<file path="src/rtl/sprite_pkg.sv">
// Shared types and constants for the sprite engine: screen geometry, coordinate/delta
// types, the 12-bit colour struct and the per-pixel tag carried down the pipeline.
package sprite_pkg;

   localparam int SCREEN_W = 640;
   localparam int SCREEN_H = 480;

   typedef logic [9:0]         coord_t;
   typedef logic signed [10:0] delta_t;

   typedef struct packed {
      logic [3:0] r;
      logic [3:0] g;
      logic [3:0] b;
   } rgb_t;

   typedef struct packed {
      logic hit;
      logic border;
      logic hl_en;
   } tag_t;

   function automatic delta_t coord_delta(input coord_t pos, input coord_t origin);
      return delta_t'({1'b0, pos}) - delta_t'({1'b0, origin});
   endfunction

endpackage

</file>
<file path="src/rtl/sprite_engine_if.sv">
// Sprite ROM bus: the engine drives the address, the shared ROM returns a palette index.
interface sprite_engine_if #(
   parameter int AW    = 16,
   parameter int IDX_W = 4
);
   logic [AW-1:0]    rom_addr;
   logic [IDX_W-1:0] rom_data;

   modport master (output rom_addr, input rom_data);
   modport slave  (input rom_addr, output rom_data);
endinterface

</file>
<file path="src/rtl/sprite_palette.sv">
// Combinational palette: maps a ROM palette index to a 12-bit colour, shared by all sprites.
module sprite_palette
   import sprite_pkg::*;
#(
   parameter int IDX_W = 4
) (
   input  logic [IDX_W-1:0] idx,
   output rgb_t             rgb
);

   localparam rgb_t PAL_TABLE [16] = '{
      12'h000, 12'hFFF, 12'h888, 12'h444, 12'hF00, 12'h0F0, 12'h00F, 12'hFF0,
      12'h0FF, 12'hF0F, 12'hA52, 12'hDB8, 12'h630, 12'hCCC, 12'h222, 12'hF80
   };

   // NOTE: every always_comb output gets a default first so no path can infer a latch.
   always_comb begin
      rgb = '0;
      for (int k = 0; k < 16; k++) begin
         if (int'(idx) == k) rgb = PAL_TABLE[k];
      end
   end

endmodule

</file>
<file path="src/rtl/sprite_engine.sv">
// Pipelined sprite blitter: hit test and ROM address (stage A), delay line matching ROM
// latency, then palette/transparency/blinking highlight border into registered outputs (stage B).
module sprite_engine
   import sprite_pkg::*;
#(
   parameter int   SPRITE_W        = 55,
   parameter int   SPRITE_H        = 55,
   parameter int   NUM_SPRITES     = 12,
   parameter int   ROM_LATENCY     = 1,
   parameter int   IDX_W           = 4,
   parameter int   TRANSPARENT_IDX = 0,
   parameter int   BLINK_FRAMES    = 16,
   parameter rgb_t HL_RGB          = 12'hFF0,
   localparam int  SEL_W           = $clog2(NUM_SPRITES),
   localparam int  AW              = $clog2(NUM_SPRITES * SPRITE_W * SPRITE_H)
) (
   input  logic             vga_clk,
   input  logic             Reset,
   input  logic             frame_start,
   input  coord_t           DrawX,
   input  coord_t           DrawY,
   input  coord_t           offsetX,
   input  coord_t           offsetY,
   input  logic [SEL_W-1:0] sprite_sel,
   input  logic             mirror,
   input  logic             highlight_en,
   sprite_engine_if.master  rom,
   output logic [3:0]       red,
   output logic [3:0]       green,
   output logic [3:0]       blue,
   output logic             sprite_on
);

   localparam int CNT_W = (BLINK_FRAMES > 1) ? $clog2(BLINK_FRAMES) : 1;

   delta_t                       dx, dy;
   logic                         hit_a, border_a;
   logic [AW-1:0]                rx, addr;
   logic [AW-1:0]                rom_addr_d, rom_addr_q;
   tag_t                         tag_a_d, tag_a_q;
   tag_t [ROM_LATENCY-1:0]       dly_d, dly_q;
   tag_t                         tag_b;
   logic                         border_hl;
   rgb_t                         pal_rgb, rgb_d, rgb_q;
   logic                         sprite_on_d, sprite_on_q;
   logic [CNT_W-1:0]             cnt_d, cnt_q;
   logic                         blink_d, blink_q;

   // Stage A: hit test and ROM address.
   always_comb begin
      dx = coord_delta(DrawX, offsetX);
      dy = coord_delta(DrawY, offsetY);
      // The sign bit is tested explicitly so a pixel left of/above the sprite is a miss.
      hit_a = !dx[10] && !dy[10] &&
              (dx[9:0] < 10'(SPRITE_W)) && (dy[9:0] < 10'(SPRITE_H)) &&
              ({1'b0, sprite_sel} < (SEL_W+1)'(NUM_SPRITES));
      border_a = hit_a && (dx[9:0] == 10'd0 || dy[9:0] == 10'd0 ||
                           dx[9:0] == 10'(SPRITE_W-1) || dy[9:0] == 10'(SPRITE_H-1));
      rx   = mirror ? AW'(SPRITE_W-1) - AW'(dx[9:0]) : AW'(dx[9:0]);
      addr = AW'(sprite_sel) * AW'(SPRITE_W*SPRITE_H) + AW'(dy[9:0]) * AW'(SPRITE_W) + rx;
      rom_addr_d = hit_a ? addr : '0;
      tag_a_d    = '{hit: hit_a, border: border_a, hl_en: highlight_en};
   end

   // Tags wait here while the ROM fetches the pixel for the same sample.
   always_comb begin
      dly_d    = '0;
      dly_d[0] = tag_a_q;
      for (int i = 1; i < ROM_LATENCY; i++) dly_d[i] = dly_q[i-1];
   end

   sprite_palette #(.IDX_W(IDX_W)) u_palette (
      .idx (rom.rom_data),
      .rgb (pal_rgb)
   );

   // Stage B: transparency key and highlight border.
   always_comb begin
      tag_b       = dly_q[ROM_LATENCY-1];
      border_hl   = tag_b.border && tag_b.hl_en && blink_q;
      sprite_on_d = tag_b.hit && (border_hl || rom.rom_data != IDX_W'(TRANSPARENT_IDX));
      rgb_d       = border_hl ? HL_RGB : (sprite_on_d ? pal_rgb : '0);
   end

   // Frame counter; runs whether or not highlighting is enabled.
   always_comb begin
      cnt_d   = cnt_q;
      blink_d = blink_q;
      if (frame_start) begin
         if (cnt_q == CNT_W'(BLINK_FRAMES-1)) begin
            cnt_d   = '0;
            blink_d = ~blink_q;
         end else begin
            cnt_d = cnt_q + 1'b1;
         end
      end
   end

   // NOTE: sequential state uses non-blocking assignments so every flop samples pre-edge values.
   always_ff @(posedge vga_clk) begin
      if (Reset) begin
         rom_addr_q  <= '0;
         tag_a_q     <= '0;
         dly_q       <= '0;
         rgb_q       <= '0;
         sprite_on_q <= 1'b0;
         cnt_q       <= '0;
         blink_q     <= 1'b0;
      end else begin
         rom_addr_q  <= rom_addr_d;
         tag_a_q     <= tag_a_d;
         dly_q       <= dly_d;
         rgb_q       <= rgb_d;
         sprite_on_q <= sprite_on_d;
         cnt_q       <= cnt_d;
         blink_q     <= blink_d;
      end
   end

   assign rom.rom_addr        = rom_addr_q;
   assign {red, green, blue}  = rgb_q;
   assign sprite_on           = sprite_on_q;

endmodule

</file>
<file path="src/flat_wrapper.sv">
// flat-port wrapper written by rule: the top's interface ports become plain ports
module sprite_engine_flat import sprite_pkg::*;
#(
   parameter int   SPRITE_W        = 55,
   parameter int   SPRITE_H        = 55,
   parameter int   NUM_SPRITES     = 12,
   parameter int   ROM_LATENCY     = 1,
   parameter int   IDX_W           = 4,
   parameter int   TRANSPARENT_IDX = 0,
   parameter int   BLINK_FRAMES    = 16,
   parameter rgb_t HL_RGB          = 12'hFF0,
   localparam int  SEL_W           = $clog2(NUM_SPRITES),
   localparam int  AW              = $clog2(NUM_SPRITES * SPRITE_W * SPRITE_H)
)
  (vga_clk, Reset, frame_start, DrawX, DrawY, offsetX, offsetY, sprite_sel, mirror, highlight_en, red, green, blue, sprite_on, rom_rom_addr, rom_rom_data);
  sprite_engine_if #(.AW(16), .IDX_W(IDX_W)) rom_i ();
  input  logic vga_clk;
  input  logic Reset;
  input  logic frame_start;
  input  coord_t DrawX;
  input  coord_t DrawY;
  input  coord_t offsetX;
  input  coord_t offsetY;
  input  logic [SEL_W-1:0] sprite_sel;
  input  logic mirror;
  input  logic highlight_en;
  output logic [3:0] red;
  output logic [3:0] green;
  output logic [3:0] blue;
  output logic sprite_on;
  output wire logic [$bits(rom_i.rom_addr)-1:0] rom_rom_addr;
  input wire logic [$bits(rom_i.rom_data)-1:0] rom_rom_data;
  assign rom_rom_addr = rom_i.rom_addr;
  assign rom_i.rom_data = rom_rom_data;
  sprite_engine #(.SPRITE_W(SPRITE_W), .SPRITE_H(SPRITE_H), .NUM_SPRITES(NUM_SPRITES), .ROM_LATENCY(ROM_LATENCY), .IDX_W(IDX_W), .TRANSPARENT_IDX(TRANSPARENT_IDX), .BLINK_FRAMES(BLINK_FRAMES), .HL_RGB(HL_RGB)) u_core (.vga_clk(vga_clk), .Reset(Reset), .frame_start(frame_start), .DrawX(DrawX), .DrawY(DrawY), .offsetX(offsetX), .offsetY(offsetY), .sprite_sel(sprite_sel), .mirror(mirror), .highlight_en(highlight_en), .rom(rom_i), .red(red), .green(green), .blue(blue), .sprite_on(sprite_on));
endmodule
</file>
<file path="config.mk">
export PLATFORM = sky130hd
export DESIGN_NAME = sprite_engine_flat
export DESIGN_NICKNAME = d
export VERILOG_FILES = /design/src/rtl/sprite_pkg.sv /design/src/rtl/sprite_engine_if.sv /design/src/rtl/sprite_palette.sv /design/src/rtl/sprite_engine.sv /design/src/flat_wrapper.sv
export SDC_FILE = /design/constraint.sdc
export NUM_CORES = 1
export LEC_CHECK = 0
export ABC_AREA = 1
export ABC_CLOCK_PERIOD_IN_PS = 6600
export CAP_MARGIN = 15
export CORE_ASPECT_RATIO = 1.25
export CORE_MARGIN = 2
export CORE_UTILIZATION = 52
export DETAILED_ROUTE_END_ITERATION = 6
export PLACE_DENSITY = 0.78
export SLEW_MARGIN = 30
export SYNTH_ARGS = -nofsm -noshare
export SYNTH_HDL_FRONTEND = slang
export SYNTH_SLANG_ARGS = --single-unit
</file>
<file path="constraint.sdc">
create_clock -name vga_clk -period 6.6 [get_ports vga_clk]
set_clock_uncertainty 0.15 [all_clocks]
set_input_delay 1.32 -clock vga_clk [delete_from_list [all_inputs] [get_ports vga_clk]]
set_output_delay 1.32 -clock vga_clk [all_outputs]
set_load 0.1 [all_outputs]
</file>
==> metrics.md <==
| Metric | Value |
|---|---|
| Synth Area in Simple Gates | `20.4%` |
| CP max stage delay | `630 ps` |
| Actual slew at the worst max-slew pin | `1000 ps` |
| DRC | `0` |
| RR Endpoint | `u_core.blue[1]` |
| WL per Instance | `21.5 um` |
| Total track usage | `a little under a third` |
| Starting Density | `around 54%` |
| Maximum clock rate | `144 MHz` |
| Number of flops mapped to enable cells by yosys | `0` |
| Top FF cell, synth | `dfxtp_1` |
| Synthesized area per cell | `7.56 um2` |
| XOR/XNOR share of the synthesized area | `under 10%` |
| I/O pin count | `82` |
| Cell variety after synth | `43` |
| M1 WL | `about 8300 um` |
| Crit path kind | `input port to flop` |
| Layout cells sized above 1 | `40.2%` |
| # setup viols final | `6` |
| Die span in x | `99.9 um` |
| TritonCTS Sinks | `40` |
| Cts hold-fix bufs | `0` |
| Synth top area share | `21.4%` |
| Area Growth Syn to Fin | `57.3%` |
| Seq/Total Area, Yosys | `a little over an eighth` |
| DR top layer | `met4` |
| Tcrit/Tclk final | `105%` |
| Final hold vios | `0` |
| Async SR Flop Fraction | `0%` |
| Final worst setup slack | `-347 ps` |
| Initial antenna violation count | `0` |
| Row count | `43` |
| Worst hold path class | `flop to flop` |
| Reg-to-reg startpoint | `u_core.blink_q` |
| H-Tree Depth | `2` |
| Max-cap violations | `0` |
| FF+latch count, synth | `40` |
| Synth warn | `0` |
| Combinational family with the most area after synthesis | `adder cells` |
| Largest net degree at the start of global routing | `16` |
| Status | `finished with violations` |
| Path depth of the worst reg2reg path | `6` |
| Post-synthesis mux area share | `0%` |
| PortBufs | `81` |
| Synth top area cells | `fa_1 (21%), ha_1 (18%), inv_1 (14%), dfxtp_1 (13%), nand2_1 (8.4%)` |
| RePlAce Congestion | `around 0.94` |
| Clk Tree Root Cell | `clkbuf_16` |
| Routed met2 length | `12400 um` |
| Syn Nets | `995` |
| Drt first pass iters | `5` |
| DR iter-0 viols | `783` |
| TritonCTS Buffers | `5` |
| Core Area | `11100 um2` |
| Die ar. | `about 12000 um2` |
| Vias per inst | `5.88` |
| CTS tree | `yes` |
| Hold path depth | `2` |
| Final net count | `1237` |
| Vias in the first global route | `6510` |
| Post-Syn Area | `5980 um2` |
| Synth Area in Compound Gates | `between 7 and 8%` |
| # diodes | `0` |
| CTS Buffer Depth | `2` |
| Worst-path clk slew | `60 ps` |
| Gr ovfl total | `0` |
| Commonest non-fill, non-tap cell in the layout | `inv_1` |
| CP arrival | `about 7000 ps` |
| WHS Endpoint | `u_core.dly_q[2]` |
| Vias | `6870` |
| CP dominant cell by count | `nand2_2` |
| Final core occ | `84.4%` |
| FILL cells | `513` |
| Met3 wire length | `2040 um` |
| Final Cell Area | `9400 um2` |
| Final min period | `6950 ps` |
| RSZ-0062 raised after global routing | `true` |
| Routed WL | `25100 um` |
| Failing checks | `setup timing` |
| Max_slew headroom | `33.0%` |
| HPWL Detailed | `around 12000 um` |
| CP Launch Type | `input port` |
| Pins over their slew limit | `0` |
| Gate Count Post-Synth | `between 700 and 800` |
| First-pass GRT wire length | `29300 um` |
| Endpoint class of the critical path | `flop` |
| Die height | `124 um` |
| Commonest non-fill, non-tap cells in the layout | `inv_1 (175), buf_4 (153), nand2_1 (81)` |
| Adder-Cell Fraction of Synth Area | `39.6%` |
| DP Area | `7840 um2` |
| Clk_lat worst skew | `300 ps` |
| Critical path's slowest cell | `fa_1` |
| CP Data Required Time | `6650 ps` |
| Worst reg2reg setup slack | `about 4700 ps` |
| Hold path start | `u_core.dly_d[2]` |
| CP Max Fanout | `3` |
| Remaining antenna violation count | `0` |
| Largest area contributor in the netlist | `fa_1` |
## flip-flops by register name (all words and copies together), names as in the netlist
register / flops
u_core.rom.rom_addr: 16
u_core.blue: 4
u_core.cnt_q: 4
u_core.green: 4
u_core.red: 4
u_core.dly_d: 3
u_core.dly_q: 3
u_core.blink_q: 1
u_core.sprite_on: 1
## worst max-delay path, delay by kind of cell
family	cells	cell delay, ps
compound gates	2	290
fa+ha+maj	6	2560
buf+inv	10	1000
simple gates	18	1820
## cell families (layout without fill, tap and decap cells)
logic type | after synthesis | in the layout
xor gates and xnor gates | 28 | 28
adders and majority gates | 151 | 151
AOI/OAI and AO/OA | 80 | 80
buffers and inverters | 226 | 469
and+or+nand+nor | 266 | 266
DFF | 40 | 40
## worst max-delay path by stage
stage	start	end	slack, ps
2_1_floorplan	offsetY[3]	u_core.rom.rom_addr[15]	20
3_3_place_gp	offsetY[3]	u_core.rom.rom_addr[15]	-600
3_5_place_dp	offsetY[3]	u_core.rom.rom_addr[15]	-840
4_1_cts	offsetY[1]	u_core.rom.rom_addr[15]	0.7
5_1_grt	DrawX[0]	u_core.rom.rom_addr[15]	-430
6_report	DrawX[1]	u_core.rom.rom_addr[15]	-350
## synthesized netlist by cell type, types with 2 or more instances
library cell  number
ha_1              87
dfxtp_1           40
nand3_1           39
nor2_1            39
xnor2_1            7
nand4_1            8
a31oi_1            5
o22ai_1            2
o21a_1             2
nand2_1          133
o31ai_1            2
or2_2              3
xor2_1            20
inv_1            219
fa_1              64
nand2_2           14
a21oi_1           35
o211ai_1           2
nor2_2             9
a21oi_2            4
inv_2              4
o21ai_0           20
nor3_1             8
nor4_1             2
nor2_4             2
nand3_2            3
nor3b_1            2
## stage by stage
stage	setup TNS (ps)	setup slack (ps)	hold slack, ps	cells
finish	-915	-347	276	1169
CTS	0	0.652	257	1145
global placement	-3800	-597	245	1124
global route	-1660	-433	290	1169
detailed placement	-5210	-837	249	1124
floorplan	0	17.6	238	791
## per-layer routing
layer  vias up  track usage (%)
met2       543             57.9
met1      3217             29.8
met3       217             4.26
met5         -                0
li1       2893                -
met4         0             21.8
## cell type report
cell class                      count  area [um2]  share of cell area [%]
Clock buffer                        5         125                    1.33
Clock inverter                      3        46.3                   0.492
Inverter                          223         850                    9.04
Multi-Input combinational cell    525        5400                    57.4
Sequential cell                    40         801                    8.52
Tap cell                          135         169                    1.80
Timing Repair Buffer              238        2010                    21.4
## repair_timing
action	in CTS	in global routing
gates resized for setup	121	205
endpoints found under the hold margin	0	0
buffers inserted	13	24
pin swaps	65	115
setup endpoints to repair	8	9
Power is not shown: default switching activity piles up to over one toggle a cycle in this logic, so the estimate is an artifact.
